## src/rtl/serial_adder_ctrl.sv

```systemverilog
// Bit-serial WIDTH-bit adder: one registered full-adder cell, LSB first; optional subtract via SERIAL_ADDER_SUB_EN.
// Latency: out_valid rises exactly WIDTH edges after the accepting edge; initiation interval WIDTH+2.
// Backpressure: result held in DONE until out_ready; in_ready only in IDLE, inputs ignored otherwise.
module serial_adder_ctrl #(
    parameter int WIDTH = 8,
    localparam int CNT_W = $clog2(WIDTH + 1)
) (
    input  logic             clk,
    input  logic             rst_n,
    input  logic             in_valid,
    output logic             in_ready,
    input  logic [WIDTH-1:0] in_a,
    input  logic [WIDTH-1:0] in_b,
    input  logic             in_cin,
`ifdef SERIAL_ADDER_SUB_EN
    input  logic             in_sub,
`endif
    output logic             out_valid,
    input  logic             out_ready,
    output logic [WIDTH-1:0] out_sum,
    output logic             out_cout,
    output logic             busy
);

    typedef enum logic [1:0] {IDLE, RUN, DONE} state_t;

    localparam logic [CNT_W-1:0] LAST_BIT = CNT_W'(WIDTH - 1);

    state_t             state_q, state_d;
    logic [WIDTH-1:0]   a_sr_q, a_sr_d;
    logic [WIDTH-1:0]   b_sr_q, b_sr_d;
    logic [WIDTH-1:0]   res_q, res_d;
    logic [WIDTH-1:0]   sum_q, sum_d;
    logic               carry_q, carry_d;
    logic               cout_q, cout_d;
    logic [CNT_W-1:0]   cnt_q, cnt_d;
    logic               cell_s, cell_c;
    logic               sub_sel;

`ifdef SERIAL_ADDER_SUB_EN
    assign sub_sel = in_sub;
`else
    assign sub_sel = 1'b0;
`endif

    assign cell_s = a_sr_q[0] ^ b_sr_q[0] ^ carry_q;
    assign cell_c = (a_sr_q[0] & b_sr_q[0]) | (a_sr_q[0] & carry_q) | (b_sr_q[0] & carry_q);

    always_comb begin
        state_d = state_q;
        a_sr_d  = a_sr_q;
        b_sr_d  = b_sr_q;
        res_d   = res_q;
        sum_d   = sum_q;
        carry_d = carry_q;
        cout_d  = cout_q;
        cnt_d   = cnt_q;
        case (state_q)
            IDLE: begin
                if (in_valid) begin
                    // Subtract is a + ~b + 1, so the carry-out doubles as "no borrow".
                    a_sr_d  = in_a;
                    b_sr_d  = in_b ^ {WIDTH{sub_sel}};
                    carry_d = sub_sel ? 1'b1 : in_cin;
                    cnt_d   = '0;
                    state_d = RUN;
                end
            end
            RUN: begin
                carry_d = cell_c;
                res_d   = {cell_s, res_q[WIDTH-1:1]};
                a_sr_d  = a_sr_q >> 1;
                b_sr_d  = b_sr_q >> 1;
                cnt_d   = cnt_q + CNT_W'(1);
                if (cnt_q == LAST_BIT) begin
                    sum_d   = {cell_s, res_q[WIDTH-1:1]};
                    cout_d  = cell_c;
                    state_d = DONE;
                end
            end
            DONE: begin
                if (out_ready) begin
                    state_d = IDLE;
                end
            end
            default: state_d = IDLE;
        endcase
    end

    always_ff @(posedge clk or negedge rst_n) begin
        if (!rst_n) begin
            state_q <= IDLE;
            a_sr_q  <= '0;
            b_sr_q  <= '0;
            res_q   <= '0;
            sum_q   <= '0;
            carry_q <= 1'b0;
            cout_q  <= 1'b0;
            cnt_q   <= '0;
        end else begin
            state_q <= state_d;
            a_sr_q  <= a_sr_d;
            b_sr_q  <= b_sr_d;
            res_q   <= res_d;
            sum_q   <= sum_d;
            carry_q <= carry_d;
            cout_q  <= cout_d;
            cnt_q   <= cnt_d;
        end
    end

    assign in_ready  = (state_q == IDLE);
    assign out_valid = (state_q == DONE);
    assign busy      = (state_q != IDLE);
    assign out_sum   = sum_q;
    assign out_cout  = cout_q;

endmodule

```

## config.mk

```make
export PLATFORM = sky130hd
export DESIGN_NAME = serial_adder_ctrl
export DESIGN_NICKNAME = d
export VERILOG_FILES = /design/src/rtl/serial_adder_ctrl.sv
export SDC_FILE = /design/constraint.sdc
export NUM_CORES = 1
export LEC_CHECK = 0
export ABC_AREA = 1
export ABC_CLOCK_PERIOD_IN_PS = 1290
export BUFFER_PORTS_ARGS = -buffer_cell sky130_fd_sc_hd__buf_2
export CAP_MARGIN = 30
export CELL_PAD_IN_SITES_DETAIL_PLACEMENT = 0
export CELL_PAD_IN_SITES_GLOBAL_PLACEMENT = 1
export CORE_ASPECT_RATIO = 0.9
export CORE_UTILIZATION = 36
export CTS_CLUSTER_DIAMETER = 40
export DETAILED_ROUTE_END_ITERATION = 8
export GPL_TIMING_DRIVEN = 0
export PLACE_DENSITY = 0.78
export SYNTH_ARGS = -nofsm -noshare
export SYNTH_HDL_FRONTEND = slang
export SYNTH_SLANG_ARGS = --single-unit
```

## constraint.sdc

```tcl
create_clock -name clk -period 1.29 [get_ports clk]
set_clock_uncertainty 0.15 [all_clocks]
set_input_delay 0.1935 -clock clk [delete_from_list [all_inputs] [get_ports clk]]
set_output_delay 0.1935 -clock clk [all_outputs]
set_load 0.005 [all_outputs]
```

======== Word level (Yosys, flattened, before mapping) ========
Cells that the tools add are included.
operators by class
  add/sub/neg operators ................... 1
  order comparisons ....................... 0
  equality and inequality tests ........... 6
  bitwise operators ....................... 7
  muxes and demuxes ....................... 12
  $mul .................................... 0
  divide/modulo/power cells ............... 0
  shift-type cells ........................ 0
  reduce and logical (&&, ||, !) cells .... 6
operators with widths
  cell                   count
  $pmux W8 S2            2
  $mux W8                2
  $pmux W4 S2            1
  $mux W2                3
  $pmux W2 S3            1
  $add A4 B1 Y4 const B  1
  $eq A4 B3 Y1 const B   1
  $mux W4                1
  $ne A2 B2 Y1 const B   2
  $reduce_and A2 Y1      2
  $reduce_bool A2 Y1     2
  $and A1 B1 Y1          3
  $reduce_and A3 Y1      1
  $eq A2 B1 Y1 const B   1
  $eq A2 B2 Y1 const B   1
  $logic_not A2 Y1       1
  $ne A2 B1 Y1 const B   1
  $or A1 B1 Y1           2
  $pmux W1 S2            1
  $xor A1 B1 Y1          2
  $mux W1                1
word-level totals
  input port bits ......................... 21
  bits in latches ......................... 0
  register bits after elaboration ......... 40
  memories ................................ 0
  logic and storage cells ................. 40
  RAM bits ................................ 0
  bits in read-only memories .............. 0
  output and inout port bits .............. 12

======== Depth between registers and ports, before layout ========
Gate-level depths: netlist of the first run.
  depth after elaboration ................. 4
  mapped depth ............................ 7
  mapped depth without buffers ............ 6

======== Worst setup path after synthesis of the first run ========
OpenSTA, ideal clock, no wires.
  kind .................................... register to register
  from .................................... register a_sr_q[0]
  to ...................................... register res_q[7]
  stages on the path, launching flop included .. 4
  library setup time ...................... 76 ps
  arrival ................................. 1025 ps
  path buffers ............................ 0
  path slack .............................. 39 ps
  data required time ...................... 1064 ps
  period minus slack after synthesis ...... 1251 ps
  cells stage by stage .................... dfrtp_1 > fa_1 > nand2_1 > o21ai_1
on the way
  word-level cells in the longest chain between the ends .. 2
RTL lines
  item                        RTL line  source
  from (decl)                 30        logic [WIDTH-1:0] a_sr_q, a_sr_d;
  from (signal assigned)      102       a_sr_q <= a_sr_d;
  $xor A1 B1 Y1 (2 in a row)  46        assign cell_s = a_sr_q[0] ^ b_sr_q[0] ^ carry_q;
  net cell_s                  37        logic cell_s, cell_c;
  to (signal assigned)        104       res_q <= res_d;
  to (decl)                   32        logic [WIDTH-1:0] res_q, res_d;
The timed path passes the listed nets, and every way through them passes these cells.
A chain may end at the register's enable or synchronous reset.

======== Worst setup path after layout of the first run ========
  from .................................... register state_q[0]
  to ...................................... output busy
on the way
  word-level cells in the longest chain between the ends .. 1
RTL lines
  item                    RTL line  source
  from (decl)             29        state_t state_q, state_d;
  from (signal assigned)  101       state_q <= state_d;
  $reduce_bool A2 Y1      114       assign busy = (state_q != IDLE);
  to (decl)               22        output logic busy
No other way between the ends.

==> results of run 1 <==
## worst paths after layout
check	depth (start not counted)	end	from
setup reg to reg	8	res_q[5]$_DFFE_PN0P_	state_q[0]$_DFFE_PN0P_
max in group asynchronous	1	cnt_q[0]$_DFFE_PN0P_	rst_n
min in group clk	3	b_sr_q[6]$_DFFE_PN0P_	in_b[6]
setup / recovery	4	busy	state_q[0]$_DFFE_PN0P_
hold reg to reg	2	out_sum[0]$_DFFE_PN0P_	res_q[1]$_DFFE_PN0P_
hold / removal	1	out_sum[0]$_DFFE_PN0P_	rst_n
## stage by stage
stage / power (uW) / setup WS (ns) / instances
6_report: 7080 / -0.221 / 325
5_1_grt: 7510 / -0.270 / 325
4_1_cts: 5980 / -0.220 / 320
3_5_place_dp: 3680 / -0.226 / 288
3_3_place_gp: 3640 / -0.245 / 288
2_1_floorplan: 3150 / 0.0391 / 195
## critical path, cell delays in order, from the launching register on
cell,delay [ns]
dfrtp_2,0.44
nor2_4,0.17
buf_6,0.12
inv_2,0.02
buf_2,0.11
## final cells by class
cell class | count | area [um2] | area share [%]
well taps | 62 | 77.6 | 2.58
inverters | 7 | 28.8 | 0.959
repair buffers | 59 | 509 | 17.0
plain buffers | 10 | 145 | 4.84
multi-input cells | 140 | 1130 | 37.6
clock inverters | 2 | 60.1 | 2.00
clock buffers | 6 | 72.6 | 2.42
flip-flops and latches | 39 | 980 | 32.6
## power by group through the flow
stage                     sequential [uW]  clock [uW]  combinational (uW)
after floorplan                      1990           0                1160
after global placement               2010           0                1630
after detailed placement             2030           0                1650
after CTS                            2070        1240                2670
after global routing                 2270        1300                3930
final                                2210        1220                3650
## state kept, by name, indices dropped and copies added (netlist names)
| name | count |
|---|---|
| a_sr_q | 8 |
| b_sr_q | 8 |
| carry_q | 1 |
| cnt_q | 4 |
| out_cout | 1 |
| out_sum | 8 |
| res_q | 7 |
| state_q | 2 |
## cell usage in the layout, fill, tap and decap left out, drive strengths merged
master        n
nand2        66
buf          56
nand3        54
dfrtp        39
clkbuf       10
dlygate4sd3   9
o21ai         9
nor2          7
inv           7
bufinv        2
o31ai         1
nand4         1
fa            1
ha            1
## what timing repair did
item / CTS / global route
setup buffers: 11 / 3
endpoints found under the setup margin: 24 / 41
pin swaps: 18 / 18
gates cloned: 5 / 2
resized for setup: 60 / 95
endpoints found under the hold margin: 48 / 39
## cells in the mapped netlist
master	number
inv_1	5
nand2_1	63
clkbuf_1	1
o21ai_1	3
nand3_1	54
buf_4	1
inv_2	2
nor2_2	1
ha_1	1
clkbuf_2	1
buf_2	5
fa_1	1
buf_6	3
nor2_4	1
nor2_1	4
dfrtp_1	39
nand2_2	2
o21ai_0	6
nand4_1	1
o31ai_1	1
## layer usage
| metal | vias to the layer above | routed length, um | global-route usage (%) |
|---|---|---|---|
| met4 | 0 | 110 | 8.25 |
| met2 | 37 | 2450 | 32.7 |
| met1 | 763 | 2300 | 26.8 |
| li1 | 785 | - | - |
| met3 | 12 | 155 | 4.18 |
| met5 | - | 0 | 0 |
## kinds of logic (layout without fill, tap and decap cells)
group | after synthesis | count (layout) | synth area share, %
buffers and inverters | 18 | 84 | 5.89
DFF | 39 | 39 | 56.7
and+or+nand+nor | 126 | 128 | 32.4
AOI/OAI and AO/OA | 10 | 10 | 3.05
adders and majority gates | 2 | 2 | 1.89
==> run summary, run 1 <==
leading area contributor after synthesis: dfrtp_1
Worst-Skew Late Latency: 0.30 ns
Final HPWL DP: 2.45 mm
Logic pwr share: 51.6%
Routed Antenna Nets: 0
first-pass GRT wire length: 7.41 mm
crit path time final: 1.51 ns
Final period util: 117%
CTS tree: yes
synth warn: 0
Rel. slew slack: 41.6%
die span in x: 74.9 um
synthesized instance count: 195
initial DRC count: 97
fin area: 3000 um2
sw frac: 38.8%
pin count of the biggest net entering global routing: 40
CTS Hold Bufs: 9
Fill cells: 354
Setup crit end kind: output pin
Tot GR Track Use: 20.4%
clock slew at reported path FFs: 0.08 ns
Syn-to-layout area delta: 74.5%
Synth Net Count: 218
Final Slew Violations: 0
RSZ-0062 raised after global routing: yes
Worst R2R Setup Slack: -0.15 ns
Final Util: 66.4%
Yosys reg bits: 39
Leak: 0.00147 uW
Netlist Area Pre-Place: 1720 um2
Starting Density: 38.1%
violated checks: hold timing, setup timing
sequential power share: 31.2%
Max-Cap Viols: 0
top cells by area, synth: dfrtp_1 (57%), nand3_1 (16%), nand2_1 (14%)
Fin. Hold Viols: 39
share of layout cells above drive strength 1: 59.7%
clk buf depth: 2
clock sinks: 39
status: finished, violations left
hold_ws: -0.144 ns
CTS root buffer: clkbuf_8
Max Clk Rate: 662 MHz
synth unique cells: 20
initial antenna violation count: 0
Site Rows: 23
via/cell ratio: 4.91
core area: 4520 um2
Worst Path Arrival: 1.17 ns
CP startpoint kind: register
HP Class: in -> async
crit path max fanout: 3
Cell Area, Placed: 1950 um2
Worst Setup Slack, final: -0.221 ns
GPL Wtd Cong: 0.754
grt ovf: 0
Final #Nets: 285
io pins: 33
via count: 1,597
Port Buffers: 31
total CTS buffers: 5
diodes inserted: 0
die height: 67.6 um
Least-Margin Pin Slew: 0.876 ns
DRT Wirelength: 5.01 mm
clock share of power: 17.2%
H-tree depth: 2
Int Pwr: 4330 uW
critical path class: reg -> out
Post-Syn Area per Cell: 8.82 um2
Synth top area share: 56.7%
DIE AREA: 5060 um2
Power Density: 2360 nW/um2
register area share after synthesis: 56.7%
maximum VDD drop: 0.000901 V
P_sw: 2750 uW
CP required: 0.95 ns
first drt pass iteration count: 4
DR WL/cell: 15.4 um
Final setup viols: 38
vias in the first global route: 1,526
setup_tns: -3.88 ns
residual DRC count: 0
(Power assumes the default switching activity.)
==> run 2: changes to the inputs <==
--- a/config.mk
+++ b/config.mk
@@ -5,18 +5,17 @@
 export SDC_FILE = /design/constraint.sdc
 export NUM_CORES = 1
 export LEC_CHECK = 0
-export ABC_AREA = 1
 export ABC_CLOCK_PERIOD_IN_PS = 1290
 export BUFFER_PORTS_ARGS = -buffer_cell sky130_fd_sc_hd__buf_2
 export CAP_MARGIN = 30
 export CELL_PAD_IN_SITES_DETAIL_PLACEMENT = 0
 export CELL_PAD_IN_SITES_GLOBAL_PLACEMENT = 1
 export CORE_ASPECT_RATIO = 0.9
-export CORE_UTILIZATION = 36
+export CORE_UTILIZATION = 38
 export CTS_CLUSTER_DIAMETER = 40
 export DETAILED_ROUTE_END_ITERATION = 8
 export GPL_TIMING_DRIVEN = 0
-export PLACE_DENSITY = 0.78
+export PLACE_DENSITY = 0.8
 export SYNTH_ARGS = -nofsm -noshare
 export SYNTH_HDL_FRONTEND = slang
 export SYNTH_SLANG_ARGS = --single-unit
==> run 2 against run 1 <==
Compared with the run above: the run still ends with hold timing, setup timing left; critical endpoint is now out_sum[3]$_DFFE_PN0P_; routed wire length shrank 16%; power shrank 21%; sequential power is 2% lower.
==> run summary, run 2 <==
status: finished, violations left
violated checks: hold timing, setup timing
Max-Cap Viols: 0 (unchanged)
Final HPWL DP: 2.46 mm (+0.65%)
Syn-to-layout area delta: 48.9%
Starting Density: 40.7% (+2.6 points)
Final Slew Violations: 0 (unchanged)
Post-synth EDFFs: 0 (unchanged)
Leak: 0.00124 uW (-16%)
CP startpoint kind: register
Final period util: 120% (+3.3 points)
synthesized instance count: 161 (-17%)
core area: 4210 um2 (-6.8%)
Site Rows: 22 (-4.3%)
overall power: 5610 uW (-21%)
Worst R2R Setup Slack: -0.26 ns (-0.11 ns)
CTS root buffer: clkbuf_8
crit path capture: out_sum[3]$_DFFE_PN0P_
die height: 65.7 um (-2.8%)
Port Buffers: 32 (+3.2%)
worst r2r src: cnt_q[1]$_DFFE_PN0P_
synth unique cells: 22 (+10%)
Worst Path Arrival: 1.58 ns (+0.41 ns)
GPL Wtd Cong: 0.755 (+0.13%)
share of layout cells above drive strength 1: 53.2% (-6.5 points)
DIE AREA: 4780 um2 (-5.5%)
Yosys reg bits: 39 (unchanged)
first drt pass iteration count: 4 (unchanged)
R2R cell count: 5 (-3)
Synth Net Count: 184 (-16%)
grt ovf: 0 (unchanged)
sequential power share: 38.5% (+7.3 points)
Final setup viols: 41 (+7.9%)
FF-to-FF End: out_sum[3]$_DFFE_PN0P_
Final #Nets: 244 (-14%)
Post-Syn Area per Cell: 10.6 um2 (+21%)
DRT Wirelength: 4.19 mm (-16%)
pin count of the biggest net entering global routing: 40 (unchanged)
io pins: 33 (unchanged)
clock sinks: 39 (unchanged)
residual DRC count: 0 (unchanged)
Logic pwr share: 45.6% (-6.0 points)
share of flip-flops with an asynchronous set or reset: 100% (unchanged)
initial DRC count: 39 (-60%)
via/cell ratio: 5.09 (+3.6%)
Int Pwr: 3640 uW (-16%)
Power Density: 2200 nW/um2 (-6.9%)
Rel. slew slack: 41.4% (-0.20 points)
clock slew at reported path FFs: 0.07 ns (about the same)
Least-Margin Pin Slew: 0.879 ns (+0.00300 ns)
top cells by area, synth: dfrtp_1 (57%), a22oi_1 (6.6%), mux2_2 (6.6%)
commonest non-fill, non-tap cell in the layout: dfrtp_1
crit path max fanout: 5 (+2)
maximum VDD drop: 0.000902 V (about the same)
clock share of power: 15.9% (-1.3 points)
HP Class: in -> async
Critical path origin: cnt_q[1]$_DFFE_PN0P_
hold_ws: -0.130 ns (+0.0146 ns)
Final Util: 60.6% (-5.8 points)
diodes inserted: 0 (unchanged)
CTS tree: yes
commonest cells after routing, fill and taps aside: dfrtp_1 (38), buf_2 (33), nand2_1 (17), o21ai_1 (12), buf_4 (12)
critical path class: reg -> reg
Routed Antenna Nets: 0 (unchanged)
Fill cells: 338 (-4.5%)
clk buf depth: 2 (unchanged)
total CTS buffers: 5 (unchanged)
initial antenna violation count: 0 (unchanged)
H-tree depth: 2 (unchanged)
Setup crit end kind: register
register area share after synthesis: 56.9% (+0.21 points)
Most used DFF post-synth: dfrtp_1
first-pass GRT wire length: 6.88 mm (-7.2%)
CTS Hold Bufs: 1 (-8)
vias in the first global route: 1,464 (-4.1%)
die span in x: 72.8 um (-2.8%)
Netlist Area Pre-Place: 1710 um2 (-0.36%)
leading area contributor after synthesis: dfrtp_1
Synth top area share: 56.9% (+0.21 points)
RSZ-0062 raised after global routing: yes
sw frac: 35.0% (-3.8 points)
crit path time final: 1.55 ns (+0.0423 ns)
DR WL/cell: 14.8 um (-3.7%)
dpl ws: -0.518 ns (-0.291 ns)
Worst Setup Slack, final: -0.263 ns (-0.0423 ns)
synth warn: 0 (unchanged)
Tot GR Track Use: 19.2% (-1.2 points)
most frequent cell after synthesis: dfrtp_1
Fin. Hold Viols: 39 (unchanged)
Post-synth top cells: dfrtp_1 (39), nand2_1 (30), o21ai_0 (16)
via count: 1,436 (-10%)
CP required: 1.31 ns (+0.36 ns)
Max Clk Rate: 644 MHz (-2.7%)
Worst-Skew Late Latency: 0.29 ns (about the same)
P_sw: 1960 uW (-29%)
## run 2: cell count changes after synthesis, moves of 10 or more
cell     previous run  this run
mux2_2              0        10
o21ai_0             6        16
nand3_1            54         2
nor2b_1             0        13
a21oi_1             0        10
a22oi_1             0        15
nand2_1            63        30
## run 2: what timing repair did
| item | CTS | global route |
|---|---|---|
| gates cloned | 3 | 1 |
| pin swaps | 4 | 16 |
| endpoints found under the hold margin | 40 | 39 |
| setup buffers | 12 | 8 |
| resized for setup | 41 | 54 |
| setup endpoints to repair | 41 | 42 |
## run 2: how the worst min path moves through the flow
stage | from | endpoint | slack, ns | cells after the start
after detailed placement | rst_n | res_q[2]$_DFFE_PN0P_ | 0.21 | 1
final | rst_n | cnt_q[0]$_DFFE_PN0P_ | -0.13 | 1
after floorplan | rst_n | a_sr_q[0]$_DFFE_PN0P_ | -0.25 | 0
after global routing | rst_n | cnt_q[0]$_DFFE_PN0P_ | -0.06 | 1
after CTS | rst_n | cnt_q[0]$_DFFE_PN0P_ | -0.11 | 1
after global placement | rst_n | out_sum[0]$_DFFE_PN0P_ | 0.19 | 1
## run 2: cell families (layout without fill, tap and decap cells)
kind of cell	Yosys count	in the layout	share of synthesized area, %
mux	10	10	6.57
fa+ha+maj	2	2	1.90
flops	39	39	56.9
buf+inv	12	72	2.99
simple gates	50	51	13.9
compound gates	48	48	17.7
## run 2: power by group through the flow
stage	Sequential, uW	Clock, uW	Combinational, uW
floorplan	2020	0	1140
finish	2160	890	2560
global route	2240	972	2790
global placement	2060	0	1520
CTS	2070	917	2120
detailed placement	2090	0	1590
## run 2: layout make-up
cell class / instances / area, um2 / area share [%]
clock buffers: 8 / 100 / 3.92
well taps: 60 / 75.1 / 2.94
plain buffers: 7 / 78.8 / 3.09
flip-flops and latches: 39 / 977 / 38.3
multi-input cells: 111 / 930 / 36.4
repair buffers: 55 / 384 / 15.0
inverters: 2 / 7.51 / 0.294
## run 2: routing by layer
layer / GRT usage, % / up-vias / wire length (um)
li1: - / 682 / -
met2: 32.4 / 41 / 2050
met1: 23.6 / 708 / 1910
met4: 8.82 / 0 / 44
met5: 0 / - / 0
met3: 3.83 / 5 / 182
## run 2: worst max-delay path: stages, from the launching register on
cell and delay (ns):
dfrtp_1 0.40, ha_4 0.17, nand2_4 0.05, nor3_4 0.20, buf_6 0.16, mux2_4 0.30
## run 2: through the flow
| stage | setup TNS [ns] | instance area (um2) | instances |
|---|---|---|---|
| 2_1_floorplan | -3.06 | 1750 | 161 |
| 3_3_place_gp | -6.54 | 1990 | 253 |
| 3_5_place_dp | -7.33 | 1990 | 253 |
| 4_1_cts | -4.83 | 2330 | 276 |
| 5_1_grt | -7.36 | 2550 | 282 |
| 6_report | -5.40 | 2550 | 282 |
